<file path="config.mk">
export PLATFORM = sky130hd
export DESIGN_NAME = incr_share_arbiter
export DESIGN_NICKNAME = d
export VERILOG_FILES = /design/src/rtl/incr_share_arbiter.sv
export SDC_FILE = /design/constraint.sdc
export NUM_CORES = 1
export LEC_CHECK = 0
export ABC_AREA = 1
export BUFFER_PORTS_ARGS = -buffer_cell sky130_fd_sc_hd__buf_2
export CAP_MARGIN = 30
export CORE_UTILIZATION = 35
export CTS_CLUSTER_DIAMETER = 30
export DETAILED_ROUTE_END_ITERATION = 8
export GPL_ROUTABILITY_DRIVEN = 1
export HOLD_SLACK_MARGIN = 0.1
export PLACE_DENSITY_LB_ADDON = 0.25
export SLEW_MARGIN = 20
export SYNTH_ARGS = -nofsm -noshare
export SYNTH_HDL_FRONTEND = slang
export SYNTH_SLANG_ARGS = --single-unit
</file>
<file path="constraint.sdc">
create_clock -name clk -period 4.29 [get_ports clk]
set_input_delay 0.429 -clock clk [delete_from_list [all_inputs] [get_ports clk]]
set_output_delay 0.429 -clock clk [all_outputs]
set_load 0.01 [all_outputs]
</file>
<file path="src/rtl/incr_share_arbiter.sv">
// Round-robin arbiter sharing one registered +1 incrementer between N_REQ requesters.
// Each operation runs IDLE -> CALC -> RESP; only one operand is ever in flight.
module incr_share_arbiter #(
    parameter int unsigned N_REQ = 4,
    parameter int unsigned WIDTH = 8
) (
    input  logic                   clk,
    input  logic                   rst_n,
    input  logic [N_REQ-1:0]       req_valid,
    input  logic [N_REQ*WIDTH-1:0] req_data,
    output logic [N_REQ-1:0]       req_ready,
    output logic [N_REQ-1:0]       rsp_valid,
    input  logic [N_REQ-1:0]       rsp_ready,
    output logic [WIDTH-1:0]       rsp_data,
    output logic                   rsp_carry,
    output logic                   busy
);

    localparam int unsigned IdW = $clog2(N_REQ);

    typedef enum logic [1:0] {StIdle, StCalc, StResp} state_e;

    state_e           stateQ, stateD;
    logic [IdW-1:0]   rrPtrQ, idQ;
    logic [WIDTH-1:0] opQ, resQ;
    logic             resCarryQ;
    logic [IdW-1:0]   winnerId;
    logic             winnerValid;

    // Round-robin search starting at rrPtrQ; the first valid requester found wins.
    always_comb begin
        int unsigned idx;
        logic [IdW-1:0] cand;
        idx         = 0;
        cand        = '0;
        winnerValid = 1'b0;
        winnerId    = '0;
        for (int unsigned k = 0; k < N_REQ; k++) begin
            idx  = (32'(rrPtrQ) + k) % N_REQ;
            cand = IdW'(idx);
            if (!winnerValid && req_valid[cand]) begin
                winnerValid = 1'b1;
                winnerId    = cand;
            end
        end
    end

    always_ff @(posedge clk) begin
        if (!rst_n) begin
            stateQ <= StIdle;
        end else begin
            stateQ <= stateD;
        end
    end

    always_comb begin
        stateD = stateQ;
        unique case (stateQ)
            StIdle:  if (winnerValid) stateD = StCalc;
            StCalc:  stateD = StResp;
            StResp:  if (rsp_ready[idQ]) stateD = StIdle;
            default: stateD = StIdle;
        endcase
    end

    always_ff @(posedge clk) begin
        if (!rst_n) begin
            rrPtrQ    <= '0;
            idQ       <= '0;
            opQ       <= '0;
            resQ      <= '0;
            resCarryQ <= 1'b0;
        end else begin
            unique case (stateQ)
                StIdle: begin
                    if (winnerValid) begin
                        opQ <= req_data[winnerId*WIDTH +: WIDTH];
                        idQ <= winnerId;
                    end
                end
                StCalc: begin
                    {resCarryQ, resQ} <= {1'b0, opQ} + (WIDTH + 1)'(1);
                end
                StResp: begin
                    // Pointer moves on completion only, so a grant alone never skips a turn.
                    if (rsp_ready[idQ]) begin
                        rrPtrQ <= (idQ == IdW'(N_REQ - 1)) ? '0 : idQ + IdW'(1);
                    end
                end
                default: ;
            endcase
        end
    end

    always_comb begin
        req_ready = '0;
        rsp_valid = '0;
        rsp_data  = '0;
        rsp_carry = 1'b0;
        busy      = (stateQ != StIdle);
        unique case (stateQ)
            StIdle: begin
                if (winnerValid) req_ready[winnerId] = 1'b1;
            end
            StResp: begin
                rsp_valid[idQ] = 1'b1;
                rsp_data       = resQ;
                rsp_carry      = resCarryQ;
            end
            default: ;
        endcase
    end

endmodule

</file>
==> results.yml, run 1 <==
sta:
  min_period_over_period: 0.660
  fin_setup_tns_ns: 0
  period_minus_slack_ns: 2.83
  fmax_ghz: 0.353
  max_slew_margin: 0.642
  tightest_slew_ns: 0.536
  finalClockSkew_ns: 0.00786
  slew_violations: 0
  setup_viol: 0
  final_hold_viol_count: 0
  timing.hold.ws_ns: 0.455
  rsz0062_at_grt: "false"
global_route:
  grt_pass1_wl_um: 6740
  grt_overflow: 0
  grt_pass1_vias: 1562
  grt_max_degree: 18
  antenna_found_initial: 0
  grtUsageTotal: 0.150
detailed_routing:
  wl_per_cell_um: 9.92
  drt-pass1-iter-count: 4
  routed_wl_um: 4210
  drc: 0
  via_per_inst: 4.44
  vias: 1883
  ant_nets: 0
  drt_iter0_markers: 88
synth:
  syn_area_um2: 1900
  synthCells: 297
  yosysSeqAreaShare: 0.242
  ys_warn_count: 0
  yosys.cell_types.count: 30
  synth_seq_cells: 23
  synth.avg_cell_area_um2: 6.40
  syn_nets: 344
setup_path:
  crit_type: "flop to output pin"
  cp_slowest_stage_delay_ns: 0.66
  start_kind: "flop"
  crit_path_end_kind: "output pin"
  reg2reg_from: "rrPtrQ[0]"
  crit_path_top_delay_cell: "dfxtp_1"
  path_cells: "inv_8, nand2_2, nand3_1, nand2_2, inv_1, nand3_4, nand2_2, inv_2, nand2_1, nor2_1, buf_2"
  cpLargestDelayFamily: "simple AND/OR/NAND/NOR gates"
  cp_max_fo: 13
  cp.required_ns: 3.86
  cp_num_buf_inv: 4
  reg2reg_depth: 11
  worstPathArrival_ns: 2.40
  crit_top_cell: "nand2_2"
  worstReg2RegEnd: "opQ[5]"
  path_depth: 11
  worst-r2r-setup-slack_ns: 2.17
worst_hold_path:
  hp-class: "flop to flop"
  hold_path_end: "resQ[1]"
  hold_depth: 2
  hp-start: "resQ[1]"
power_and_ir_drop:
  vdd_drop_max_mv: 0.131
  power_leakage_nw: 1.25
  pwr_density_cell_nw_per_um2: 395
clocking:
  clkSinkCount: 23
  worst_skew_pair.late_latency_ns: 0.26
  tritoncts: "built"
  numCtsBuffers: 3
  clk_pin_slew_ns: 0.08
  cts_hold_buf: 0
  post_cts_buffers: 0
  root_buffer: "clkbuf_8"
  cts_buffer_depth: 2
  h-tree-depth: 1
  cts_resized: 0
placed_design:
  gp_congestion: 0.887
  port_buffers: 59
  dpl.hpwl_um: 3440
final_layout:
  drive_gt1_frac: 0.297
  final_nets: 402
  num_antenna_cells: 0
  area_growth_pct: 19.2
  n_fill_cell: 564
floorplanning:
  row_count: 26
  ioPinCount: 60
  die_y_um: 75.7
  coreArea_um2: 5170
  initial_utilization: 0.367
  die_w_um: 75.7
  dieArea_um2: 5730
run_status:
  outcome: "completed"
flow_run:
  cap_violations: 0
logic make-up after synthesis:
group,synth area share
simple gates,0.436
buf+inv,0.166
compound gates,0.0994
flops,0.242
xor+xnor,0.0230
fa+ha+maj,0.0329
cell usage after synthesis:
master,count,area share
nand3_4,3,0.028
nor2_4,1,0.0059
nand2_2,20,0.066
o21ai_0,9,0.024
clkbuf_1,2,0.0040
xor2_1,4,0.018
a32o_1,1,0.0053
xnor2_1,1,0.0046
a211oi_1,2,0.0079
inv_1,58,0.11
dfxtp_1,23,0.24
nor2_2,1,0.0033
nor2_8,1,0.011
nand2_1,58,0.11
ha_1,5,0.033
inv_8,1,0.0059
nand3_2,3,0.016
nand4_1,9,0.030
nor3_1,3,0.0079
nand3_1,21,0.055
buf_6,2,0.012
a31oi_1,3,0.0099
nand2_4,6,0.036
a21oi_1,20,0.053
clkinv_1,1,0.0020
or2_2,1,0.0033
inv_2,5,0.0099
buf_12,1,0.011
clkbuf_8,1,0.0072
nor2_1,31,0.061
final cells by class:
cell class / count / area, um2 / area share
clock inverters: 1 / 5.00 / 0.00221
multi-input cells: 203 / 1120 / 0.496
inverters: 65 / 251 / 0.111
flip-flops and latches: 23 / 460 / 0.203
repair buffers: 59 / 295 / 0.130
well taps: 70 / 87.6 / 0.0387
clock buffers: 3 / 41.3 / 0.0182
stage by stage:
step	std cells	total power [mW]	area [um2]	util	setup slack, ns
finish	424	0.895	2270	0.438	1.46
global route	424	0.979	2270	0.438	1.30
CTS	424	0.904	2270	0.438	1.45
detailed placement	420	0.770	2220	0.429	1.74
global placement	420	0.769	2220	0.429	1.83
floorplan	297	0.678	1900	-	2.37
worst max path at each step:
stage	endpoint	slack, ns	start
floorplan	req_ready[1]	2.37	rrPtrQ[0]
CTS	req_ready[3]	1.45	rrPtrQ[0]
detailed placement	req_ready[3]	1.74	rrPtrQ[0]
global placement	req_ready[3]	1.83	rrPtrQ[0]
global route	req_ready[3]	1.30	rrPtrQ[0]
finish	req_ready[3]	1.46	rrPtrQ[0]
worst min-delay path: cells and delay by family, from the launching register on:
family / cells / cell delay, ns
AO/OA/AOI/OAI: 1 / 0.05
buffers and inverters: 1 / 0.06
flip-flops: 1 / 0.30
per-layer routing:
metal  vias up  wire (um)  part of all wire  GRT usage
met5         -          0                 0          0
met3         4        178             0.042     0.0132
met4         0         34            0.0081     0.0391
li1       1034          -                 -          -
met1       792       2160              0.51      0.213
met2        53       1830              0.43      0.245
cells in the final DEF (no fill, tap or decap), drive strengths merged, types with 3 or more instances in the layout:
cell type | synthesis | final
nand2 | 84 | 84
inv | 64 | 64
buf | 3 | 59
nor2 | 34 | 34
nand3 | 27 | 27
dfxtp | 23 | 23
a21oi | 20 | 20
nand4 | 9 | 9
o21ai | 9 | 9
ha | 5 | 5
xor2 | 4 | 4
a31oi | 3 | 3
nor3 | 3 | 3
clkbuf | 3 | 3
where the power goes:
group	internal [mW]	switching, mW	total [mW]
clock network	0.0646	0.0675	0.132
logic	0.162	0.302	0.463
registers	0.265	0.0345	0.299
total	0.491	0.404	0.895
sequential cells by signal, summed over array words and instances (netlist names):
register,count
idQ,2
opQ,8
resCarryQ,1
resQ,8
rrPtrQ,2
stateQ,2
(Power assumes the default switching activity.)
==> inputs of run 2 (changes only) <==
==> constraint.sdc (replaced) <==
create_clock -name clk -period 2.4 [get_ports clk]
set_input_delay 0.24 -clock clk [delete_from_list [all_inputs] [get_ports clk]]
set_output_delay 0.24 -clock clk [all_outputs]
set_load 0.01 [all_outputs]
==> run 2 against run 1 <==
Net effect:
- count of clock-buffer cells in the layout did not move
- via count fell by 1.3%
- global-route usage increased by 0.26 points
- largest power group unchanged
==> results.yml, run 2 (synthesis gave the netlist of run 1 again) <==
global_route:
  grt_max_degree: 18
  grt_pass1_wl_um: 6860
  grt_pass1_vias: 1612
  top_usage_layer: "met2"
  grtUsageMet1: 0.216
  grt_overflow: 0
  antenna_found_initial: 0
  gr-usage-met2: 0.244
  grtUsageTotal: 0.153
  grt_util_met3: 0.0172
final_layout:
  drive_gt1_frac: 0.305
  layout_commonest_cell: "buf_2"
  area_growth_pct: 20.6
  final_cell_mix: "buf_2 (59), inv_1 (58), nand2_1 (58), nor2_1 (31), dfxtp_1 (22)"
  layout.cells.non_filler: 427
  top_regs: "opQ: 8 flops, resQ: 8 flops"
  num_antenna_cells: 0
  final_nets: 405
floorplanning:
  coreArea_um2: 5170
  ioPinCount: 60
  initial_utilization: 0.367
  dieArea_um2: 5730
  die_w_um: 75.7
  row_count: 26
  die_y_um: 75.7
worst_hold_path:
  hold_path_end: "idQ[0]"
  hp-start: "rst_n"
  hold_depth: 3
  hp-class: "input port to flop"
power_and_ir_drop:
  pwr_density_cell_nw_per_um2: 708
  pwr-share-seq: 0.332
  switching_share: 0.449
  power.share.combinational: 0.521
  internal_power_mw: 0.895
  pwr-share-clk: 0.147
  switchingPower_mw: 0.728
  power_leakage_nw: 1.26
  vdd_drop_max_mv: 0.263
sta:
  finalClockSkew_ns: 0.00566
  fmax_ghz: 0.451
  slew_violations: 0
  max_slew_margin: 0.695
  tightest_slew_ns: 0.454
  fin_setup_tns_ns: 0
  rsz0062_at_grt: "false"
  period_minus_slack_ns: 2.22
  final_hold_viol_count: 0
  min_period_over_period: 0.924
  setup_viol: 0
setup_path:
  cp_slowest_stage_delay_ns: 0.44
  crit_path_end_kind: "output pin"
  worstReg2RegEnd: "opQ[7]"
  worst-r2r-setup-slack_ns: 0.54
  cp.required_ns: 2.16
  start_kind: "flop"
  cp_num_buf_inv: 3
  cpLargestDelayFamily: "simple AND/OR/NAND/NOR gates"
  cp_max_fo: 10
  crit_type: "flop to output pin"
  reg2reg_depth: 14
  crit_path_top_delay_cell: "dfxtp_1"
  worstPathArrival_ns: 1.98
  path_cells: "inv_2, nand2_2, nand2_4, nor2_2, nor2_4, nand3_4, nand2_2, inv_2, nand2_1, nor2_1, buf_2"
  reg2reg_from: "rrPtrQ[1]"
clocking:
  numCtsBuffers: 3
  clk_pin_slew_ns: 0.08
  root_buffer: "clkbuf_8"
  post_cts_buffers: 0
  tritoncts: "built"
  h-tree-depth: 1
  cts_buffer_depth: 2
  clkSinkCount: 23
  worst_skew_pair.late_latency_ns: 0.26
placed_design:
  port_buffers: 59
  dpl.hpwl_um: 3330
  gp_congestion: 0.876
  dp_cells: 423
run_status:
  outcome: "completed"
flow_run:
  cap_violations: 0
detailed_routing:
  drc: 0
  wl_per_cell_um: 9.76
  drt_iter0_markers: 79
  vias: 1859
  routed_wl_um: 4170
  ant_nets: 0
  drt-pass1-iter-count: 4
  via_per_inst: 4.35
## run 2: changes by cell type in the layout (fill, tap and decap cells not counted), sizes merged
cell / previous run / this run
buf: 59 / 62
## run 2: routing by layer
layer  share of wire  routed length, um  vias up
li1                -                  -     1043
met1            0.51               2150      760
met2            0.43               1780       52
met3           0.045                187        4
met4           0.012                 52        0
met5               0                  0        -
## run 2: per-stage QoR
step	hold slack [ns]	power, mW	utilization	setup slack [ns]	instance area, um2
floorplan	0.364	1.21	-	0.666	1900
finish	0.257	1.62	0.443	0.183	2290
CTS	0.253	1.64	0.443	0.154	2290
global route	0.275	1.78	0.443	0.00565	2290
global placement	0.439	1.39	0.433	0.332	2240
detailed placement	0.446	1.39	0.433	0.273	2240
## run 2: power by group through the flow
stage	registers, mW	logic (mW)	clock network (mW)
3_5_place_dp	0.545	0.844	0
5_1_grt	0.551	0.967	0.259
3_3_place_gp	0.543	0.846	0
6_report	0.539	0.846	0.239
4_1_cts	0.538	0.853	0.247
2_1_floorplan	0.524	0.688	0
## run 2: tightest hold or removal path: stages
cell and delay (ns):
buf_2 0.14, nand2_1 0.07, a21oi_1 0.03
## run 2: final cells by class
cell class              instances  area [um2]
clock buffers                   3        41.3
clock inverters                 1        5.00
fillers                       549        2880
inverters                      65         251
multi-input cells             203        1120
flip-flops and latches         23         464
well taps                      70        87.6
repair buffers                 62         318
## run 2: what timing repair did
item / 4_1_cts / 5_1_grt
hold buffers: 0 / 0
gates resized for setup: 1 / 1
setup endpoints to repair: 2 / 2
## run 2: how the worst max path moves through the flow
stage	start	endpoint	slack (ns)	cells past startpoint
3_5_place_dp	rrPtrQ[0]	req_ready[0]	0.27	11
2_1_floorplan	rrPtrQ[0]	req_ready[1]	0.67	10
5_1_grt	rrPtrQ[1]	req_ready[2]	0.006	11
4_1_cts	rrPtrQ[0]	req_ready[0]	0.15	11
3_3_place_gp	rrPtrQ[0]	req_ready[3]	0.33	11
6_report	rrPtrQ[1]	req_ready[3]	0.18	11
==> inputs of run 3 (changes only) <==
==> constraint.sdc (replaced) <==
create_clock -name clk -period 2.5 [get_ports clk]
set_input_delay 0.25 -clock clk [delete_from_list [all_inputs] [get_ports clk]]
set_output_delay 0.25 -clock clk [all_outputs]
set_load 0.01 [all_outputs]
==> run 3 against run 2 <==
Net effect:
- core utilization shrank 0.36 points
- flip-flop and latch count unchanged
- sequential share of layout area rose by 0.057 points
- critical endpoint unchanged
==> results.yml, run 3 (synthesis gave the netlist of run 1 again) <==
power_and_ir_drop:
  pwr-share-seq: 0.334
  vdd_drop_max_mv: 0.216
  internal_power_mw: 0.855
  pwr-share-clk: 0.148
  power_leakage_nw: 1.25
  switchingPower_mw: 0.692
  switching_share: 0.447
  power.share.combinational: 0.518
  pwr_density_cell_nw_per_um2: 680
setup_path:
  crit_path_top_delay_cell: "dfxtp_2"
  cpLargestDelayFamily: "simple AND/OR/NAND/NOR gates"
  cp.required_ns: 2.25
  crit_top_cell: "nand2_2"
  worst-r2r-setup-slack_ns: 0.57
  cp_max_fo: 10
  path_cells: "inv_8, nand2_2, nand3_1, nand2_2, inv_1, nand3_4, nand2_2, inv_2, nand2_1, nor2_1, buf_2"
  cp_num_buf_inv: 4
  crit_path_end_kind: "output pin"
  crit_type: "flop to output pin"
  start_kind: "flop"
  worstPathArrival_ns: 2.05
  cp_slowest_stage_delay_ns: 0.51
placed_design:
  post_dp_cell_area_um2: 2230
  port_buffers: 59
  gp_congestion: 0.863
  dpl.hpwl_um: 3380
sta:
  period_minus_slack_ns: 2.30
  tightest_slew_ns: 0.452
  fin_setup_tns_ns: 0
  fmax_ghz: 0.435
  finalClockSkew_ns: 0.00182
  rsz0062_at_grt: "false"
  slew_violations: 0
  max_slew_margin: 0.698
  final_hold_viol_count: 0
  min_period_over_period: 0.920
  setup_viol: 0
floorplanning:
  dieArea_um2: 5730
  die_y_um: 75.7
  ioPinCount: 60
  row_count: 26
  die_w_um: 75.7
  initial_utilization: 0.367
  coreArea_um2: 5170
clocking:
  clk_pin_slew_ns: 0.08
  numCtsBuffers: 3
  worst_skew_pair.late_latency_ns: 0.26
  cts_buffer_depth: 2
  root_buffer: "clkbuf_8"
  clkSinkCount: 23
  h-tree-depth: 1
  post_cts_buffers: 0
  tritoncts: "built"
detailed_routing:
  drt_iter0_markers: 50
  via_per_inst: 4.38
  drt-pass1-iter-count: 4
  vias: 1862
  ant_nets: 0
  drc: 0
  wl_per_cell_um: 9.74
  routed_wl_um: 4140
global_route:
  grt_pass1_wl_um: 7090
  antenna_found_initial: 0
  grtUsageMet1: 0.226
  grt_pass1_vias: 1669
  grtUsageTotal: 0.159
  gr-usage-met2: 0.254
  top_usage_layer: "met2"
  grt_overflow: 0
  grt_max_degree: 18
  grt_util_met3: 0.0132
final_layout:
  top_regs: "opQ: 8 flops, resQ: 8 flops"
  layout_commonest_cell: "buf_2"
  n_fill_cell: 572
  num_antenna_cells: 0
  final_nets: 403
  final_cell_mix: "buf_2 (59), inv_1 (58), nand2_1 (58), nor2_1 (31), dfxtp_1 (22)"
  drive_gt1_frac: 0.299
  area_growth_pct: 19.6
  fin_area_um2: 2270
run_status:
  outcome: "completed"
flow_run:
  cap_violations: 0
worst_hold_path:
  hp-class: "input port to flop"
==> run 3: cell count changes in the layout (fill, tap and decap cells not counted), sizes merged <==
cell | before | now
clkinv | 2 | 1
buf | 62 | 60
clkbuf | 3 | 4
==> run 3: worst reg2reg max path: cells and delay by family (launching register included) <==
family        cells  cell delay [ns]
flops             1             0.51
buf+inv           3             0.36
simple gates      9             0.96
==> run 3: power groups by stage <==
| stage | Sequential (mW) | Combinational [mW] | Clock, mW |
|---|---|---|---|
| after floorplan | 0.503 | 0.660 | 0 |
| after global placement | 0.523 | 0.802 | 0 |
| after detailed placement | 0.524 | 0.803 | 0 |
| after CTS | 0.516 | 0.808 | 0.234 |
| after global routing | 0.528 | 0.932 | 0.246 |
| final | 0.517 | 0.802 | 0.228 |
==> run 3: final cells by class <==
class | count | area, um2 | area share
multi-input combinational | 203 | 1120 | 0.495
sequential | 23 | 462 | 0.203
timing repair buffer | 60 | 303 | 0.133
inverter | 65 | 251 | 0.111
tap | 70 | 87.6 | 0.0385
clock buffer | 4 | 45.0 | 0.0198
==> run 3: through the flow <==
step           hold WS [ns]  setup slack [ns]   util  cells  total power, mW
6_report              0.277             0.201  0.440    425             1.55
3_3_place_gp          0.441             0.350  0.431    421             1.33
4_1_cts               0.274           0.00561  0.439    425             1.56
5_1_grt               0.300            0.0269  0.440    425             1.71
3_5_place_dp          0.448             0.311  0.431    421             1.33
2_1_floorplan         0.374             0.756      -    297             1.16
==> run 3: worst paths after layout <==
| path | start | end | cells past startpoint |
|---|---|---|---|
| setup / recovery | rrPtrQ[0] | req_ready[3] | 11 |
| hold / removal | rst_n | idQ[0] | 3 |
| setup reg to reg | rrPtrQ[0] | opQ[7] | 12 |
| hold reg to reg | resQ[1] | resQ[1] | 2 |
==> run 3: repair_timing <==
action,CTS,global route
endpoints found under the hold margin,0,0
hold buffers,0,0
resized for setup,0,1
setup endpoints to repair,0,4
==> run 3: routing by layer <==
| layer | vias to the layer above | part of all wire | routed length, um |
|---|---|---|---|
| li1 | 1037 | - | - |
| met1 | 779 | 0.52 | 2160 |
| met2 | 41 | 0.43 | 1770 |
| met3 | 5 | 0.037 | 152 |
| met4 | 0 | 0.014 | 58 |
| met5 | - | 0 | 0 |
